**config.mk**
```make
export PLATFORM = sky130hd
export DESIGN_NAME = serial_subtractor
export DESIGN_NICKNAME = d
export VERILOG_FILES = /design/src/rtl/serial_subtractor.sv
export SDC_FILE = /design/constraint.sdc
export NUM_CORES = 1
export LEC_CHECK = 0
export CAP_MARGIN = 20
export CORE_MARGIN = 2
export CORE_UTILIZATION = 46
export CTS_BUF_LIST = sky130_fd_sc_hd__clkbuf_4 sky130_fd_sc_hd__clkbuf_8 sky130_fd_sc_hd__clkbuf_16
export DETAILED_ROUTE_END_ITERATION = 16
export PLACE_DENSITY_LB_ADDON = 0.15
export SLEW_MARGIN = 20
export SYNTH_ARGS = -nofsm -noshare
export SYNTH_HDL_FRONTEND = slang
export SYNTH_SLANG_ARGS = --single-unit
```
**constraint.sdc**
```tcl
create_clock -name clock -period 1.4 [get_ports clock]
set_clock_uncertainty 0.1 [all_clocks]
set_input_delay 0.14 -clock clock [delete_from_list [all_inputs] [get_ports clock]]
set_output_delay 0.14 -clock clock [all_outputs]
set_load 0.005 [all_outputs]
```
**src/rtl/serial_subtractor.sv**
```systemverilog
// serial_subtractor: bit-serial unsigned subtractor, one bit per clock, LSB first.
// A single borrow flop ripples between bit slices across cycles; valid/ready
// handshakes on both sides let it sit in a chained arithmetic datapath.

module serial_subtractor #(
   parameter int WIDTH = 8
) (
   input  logic             clock,
   input  logic             reset_n,
   input  logic             in_valid,
   output logic             in_ready,
   input  logic [WIDTH-1:0] a,
   input  logic [WIDTH-1:0] b,
   output logic             out_valid,
   input  logic             out_ready,
   output logic [WIDTH-1:0] diff,
   output logic             borrowout
);

   localparam int CW = (WIDTH > 1) ? $clog2(WIDTH) : 1;

   typedef enum logic [1:0] {
      IDLE = 2'd0,
      RUN  = 2'd1,
      DONE = 2'd2
   } state_t;

   state_t           state;
   logic [WIDTH-1:0] a_sh;
   logic [WIDTH-1:0] b_sh;
   logic [WIDTH-1:0] res_sh;
   logic             bw;
   logic [CW-1:0]    cnt;

   logic             d;
   logic             bw_next;
   logic [WIDTH-1:0] res_next;

   // Operands are only accepted while idle; this is the upstream back-pressure.
   assign in_ready = (state == IDLE);

   // One full-subtractor slice on the current LSBs plus the running borrow.
   always_comb begin
      d        = a_sh[0] ^ b_sh[0] ^ bw;
      bw_next  = (~a_sh[0] & b_sh[0]) | (~(a_sh[0] ^ b_sh[0]) & bw);
      res_next = {d, res_sh[WIDTH-1:1]};
   end

   // Handshake FSM plus the serial datapath: capture, shift WIDTH times, hold.
   always_ff @(posedge clock or negedge reset_n) begin
      if (!reset_n) begin
         state     <= IDLE;
         a_sh      <= '0;
         b_sh      <= '0;
         res_sh    <= '0;
         bw        <= 1'b0;
         cnt       <= '0;
         out_valid <= 1'b0;
         diff      <= '0;
         borrowout <= 1'b0;
      end else begin
         case (state)
            IDLE: begin
               if (in_valid) begin
                  a_sh   <= a;
                  b_sh   <= b;
                  res_sh <= '0;
                  bw     <= 1'b0;
                  cnt    <= '0;
                  state  <= RUN;
               end
            end
            RUN: begin
               res_sh <= res_next;
               a_sh   <= a_sh >> 1;
               b_sh   <= b_sh >> 1;
               bw     <= bw_next;
               cnt    <= cnt + CW'(1);
               if (cnt == CW'(WIDTH - 1)) begin
                  state     <= DONE;
                  out_valid <= 1'b1;
                  diff      <= res_next;
                  borrowout <= bw_next;
               end
            end
            DONE: begin
               if (out_ready) begin
                  out_valid <= 1'b0;
                  state     <= IDLE;
               end
            end
            default: begin
               state     <= IDLE;
               out_valid <= 1'b0;
            end
         endcase
      end
   end

endmodule

```
* Word level (Yosys, flattened, before mapping)
Cells that the tools add are included.
** Word-level totals
- Register bits after elaboration :: 40
- Word-level logic and storage cells :: 47
- Output and inout port bits :: 11
** Operators by class
- Multiplexer cells :: 17
- Bitwise logic cells :: 8
- Eq/ne operators :: 6
- Reduce and logical (&&, ||, !) cells :: 6
- $add $sub $neg :: 1
** Operators with widths (count)
- case mux 8 bit (2 select lines) :: 3
- two-way mux 8 bit :: 3
- two-way mux 2 bit :: 3
- != test 2 bit, second input constant :: 3
- case mux 2 bit (3 select lines) :: 1
- case mux 3 bit (2 select lines) :: 1
- AND reduction 3 bit :: 2
- AND reduction 2 bit :: 2
- adder 3 x 1 -> 3 bit, second input constant :: 1
- == test 3 bit, second input constant :: 1
- two-way mux 1 bit :: 3
- two-way mux 3 bit :: 1
- NOT 1 bit :: 3
- case mux 1 bit (3 select lines) :: 1
- bitwise AND 1 bit :: 2
- == test 2 x 1 -> 1 bit, second input constant :: 1
- == test 2 bit, second input constant :: 1
- zero test 2 bit :: 1
- case mux 1 bit (2 select lines) :: 1
- nonzero test 2 bit :: 1
- XOR 1 bit :: 2
- bitwise OR 1 bit :: 1

* Logic depth before layout (Yosys ltp)
- Depth in word-level cells :: 5
- Mapped depth :: 6
- Gate-level depth less buffers :: 5

* Worst setup path after synthesis
No wires, ideal clock.
- Path kind :: reg2reg
- From :: reg cnt[0]
- To :: reg diff[0]
- Data arrival time :: 1.309 ns
- Cell stages (with the launch flop) :: 6
- Buffers on the path :: 1
- Slack :: -0.135 ns
- Data required time :: 1.175 ns
- Library setup time :: 0.125 ns
- Path through :: dfrtp_1 -> ha_1 -> ha_1 -> nand3b_4 -> buf_6 -> mux2_4
** Between the ends
- Cells in the longest elaborated chain, start to end :: 2
** RTL lines
- start: declaration :: RTL line 33 : logic [CW-1:0] cnt;
- start signal: assignment :: RTL line 78 : cnt <= cnt + CW'(1);
- == test 3 bit :: RTL line 79 : if (cnt == CW'(WIDTH - 1)) begin
- AND reduction 2 bit (no source line)
- end signal: assignment :: RTL line 82 : diff <= res_next;
- end: declaration :: RTL line 16 : output logic [WIDTH-1:0] diff,
Every way passes these cells.
A chain may end at the register's enable or synchronous reset.

* Worst setup path after layout
- From :: reg cnt[0]
- To :: reg diff[2]
The elaborated chain is that of the path after synthesis.

==> results.md <==
- R2R setup slack: -60 ps
- Ports: 31
- Ant diodes: 0
- Hold Crit Class: primary input to async pin
- Reg2reg end: diff[2]
- Gr ovfl total: 0
- Outcome: finished, violations left
- Area contributors post-synth: dfrtp_1 (57%), o22ai_1 (9.9%), mux2_4 (6.2%), a22o_1 (4.6%), a21oi_1 (4.4%)
- Clock transition at path regs: 70 ps
- Pin count of the biggest net entering global routing: 40
- Via count: 1388
- Largest area contributor in the netlist: dfrtp_1
- Max_slew headroom: 79.2%
- Routed wire length: ~4.1 mm
- Core area: 3610 um2
- Required time of the worst setup path: ~1500 ps
- FILL cells: 255
- Die height: 64.8 um
- Arr. time, crit path: 1540 ps
- Clock Latency Late Sink: 290 ps
- Post-synth top cells: dfrtp_1 (39), o22ai_1 (27), a21oi_1 (15)
- Fin crit period: 1460 ps
- Footprint of the multi-input gates: 771 um2
- DRC viols: 0
- Pwr Density: ~2100 nW/um2
- Die footprint: 4190 um2
- Synth warn: 0
- Global-route wire length before repair: roughly 6.3 mm
- DRT iter0 DRCs: 135
- Max clock buf depth: 2
- Cell area after synthesis: 1700 um2
- Crit Path Class: flop to flop
- DR pass1 iterations: 4
- Worst IR Drop VDD: ~1.1 mV
- H-tree depth: 2
- Root Driver: clkbuf_8
- Mapped Cells: 141
- TritonCTS buffer count: 5
- Sink Count: 39
- CTS tree: built
- Seq/Total Area, Yosys: 57.5%
- GPL Wtd Cong: ~0.74
- Startpoint Class: flop
- Placed cell areas: 2140 um2
- Mean Syn Cell Area: 12.0 um2
- Max_cap viols: 0
- Post-synthesis cell type count: 24
- Seq. cell area: between 900 and 1000 um2
- Final layout net count: about 220
- Tightest Pin Transition: a little over 300 ps
- Syn nets: 164
- Vias per inst: 5.62
- Initial antenna violation count: 0
- Count leader, synth: dfrtp_1
- Site Rows: 22
- Routed Antenna Nets: 0
- Final Setup Violations: 9
- Primary FF master, synth: dfrtp_1
- Failing checks: setup timing
- R2r startpoint: cnt[0]
- Asr flop ratio synth: 100%
- Area share of the leading cell type in the synthesized netlist: between 50% and 60%
- Area Overhead vs Synth: 48.0%
- Post-layout instance area: ~2500 um2
- RSZ-0062 raised after global routing: true
- GRT Overall Usage: 19.8%
- Final Hold Violating Endpoints: 0
- Die Wd: roughly 65 um
- Synthesized flop and latch total: 39
- Layout cell share with drive strength beyond 1: between 30% and 40%
- Initial Util: 47.1%
- DR WL/cell: 16.5 um
- Setup WS pre-CTS: -97.4 ps
- CTS Hold Buffers Added: 0
- Leak: 1.20 nW
- Final setup margin: -64.7 ps
- Crit path capture type: flop
- Vias in the first global route: ~1300
- Max-slew violations: 0
- EDFF count, synth: 0
- Fin crit share: 105%
- Worst Setup SP: cnt[0]
- Fmax: 683 MHz
- Crit-path max FO: 6
- DPL Wire Length: around 2.5 mm
- R2R cell count: 4
- Port Buf Inserts: 30
cell families after synthesis:
kind of cell    after synthesis  synth area share [%]
compound gates               61                  22.6
fa+ha+maj                     3                  2.65
buf+inv                      15                  5.01
flops                        39                  57.5
mux                           8                  6.85
simple gates                 15                  5.38
critical path: stages (launching register included):
cell and delay [ps]:
dfrtp_1 410, ha_2 210, ha_4 180, nand3b_4 140, mux2_4 310
cells in the final DEF (no fill, tap or decap), drive strengths merged, types with 3 or more instances in the layout:
cell type | Yosys | layout
dlymetal6s2s | 0 | 7
nor2 | 5 | 5
inv | 4 | 3
o22ai | 27 | 27
nand3b | 2 | 3
clkdlybuf4s50 | 0 | 20
nand2 | 5 | 5
a22o | 9 | 9
o21ai | 7 | 7
clkbuf | 0 | 7
mux2 | 8 | 8
dfrtp | 39 | 39
buf | 11 | 31
a21oi | 15 | 15
worst max path at each step:
stage               to
2_1_floorplan  diff[0]
3_3_place_gp   diff[7]
3_5_place_dp   diff[7]
4_1_cts        diff[4]
5_1_grt        diff[2]
6_report       diff[2]
per-layer routing:
layer	track usage, %	vias to the layer above	wire length (um)
met5	0	-	0
met4	9.57	0	30
met3	4.51	4	204
met2	30.5	39	1970
met1	26.3	697	1880
li1	-	648	-
per-stage QoR:
stage,cells,util (%),hold WS (ps),TNS [ps],power (W)
3_5_place_dp,224,59.2,388,-744,0.00404
2_1_floorplan,141,-,-256,-294,0.00321
5_1_grt,247,69.7,164,-778,0.00565
4_1_cts,236,63.1,144,-507,0.00489
6_report,247,69.7,137,-472,0.00534
3_3_place_gp,224,59.2,374,-248,0.00390
report_power, final:
group          internal, W  switching (W)
Combinational      0.00150        0.00104
Clock             0.000386       0.000370
Sequential         0.00164       0.000409
Total              0.00352        0.00182
repair_timing:
| action | CTS | global route |
|---|---|---|
| buffers inserted | 4 | 10 |
| setup endpoints to repair | 14 | 42 |
| gates cloned | 1 | 1 |
| gates resized for setup | 8 | 36 |
| endpoints found under the hold margin | 0 | 0 |
| pin swaps | 2 | 0 |
sequential cells by signal, indices dropped and copies added, names as in the netlist:
| register | flops |
|---|---|
| a_sh | 8 |
| b_sh | 8 |
| borrowout | 1 |
| bw | 1 |
| cnt | 3 |
| diff | 8 |
| out_valid | 1 |
| res_sh | 7 |
| state | 2 |
area by class of cell:
class	count	area share (%)
Timing Repair Buffer	61	23.8
Clock inverter	1	0.199
Clock buffer	6	3.29
Sequential cell	39	38.9
Multi-Input combinational cell	88	30.7
Tap cell	48	2.39
Inverter	4	0.747
No activity file was read; power rests on OpenSTA's default activity.
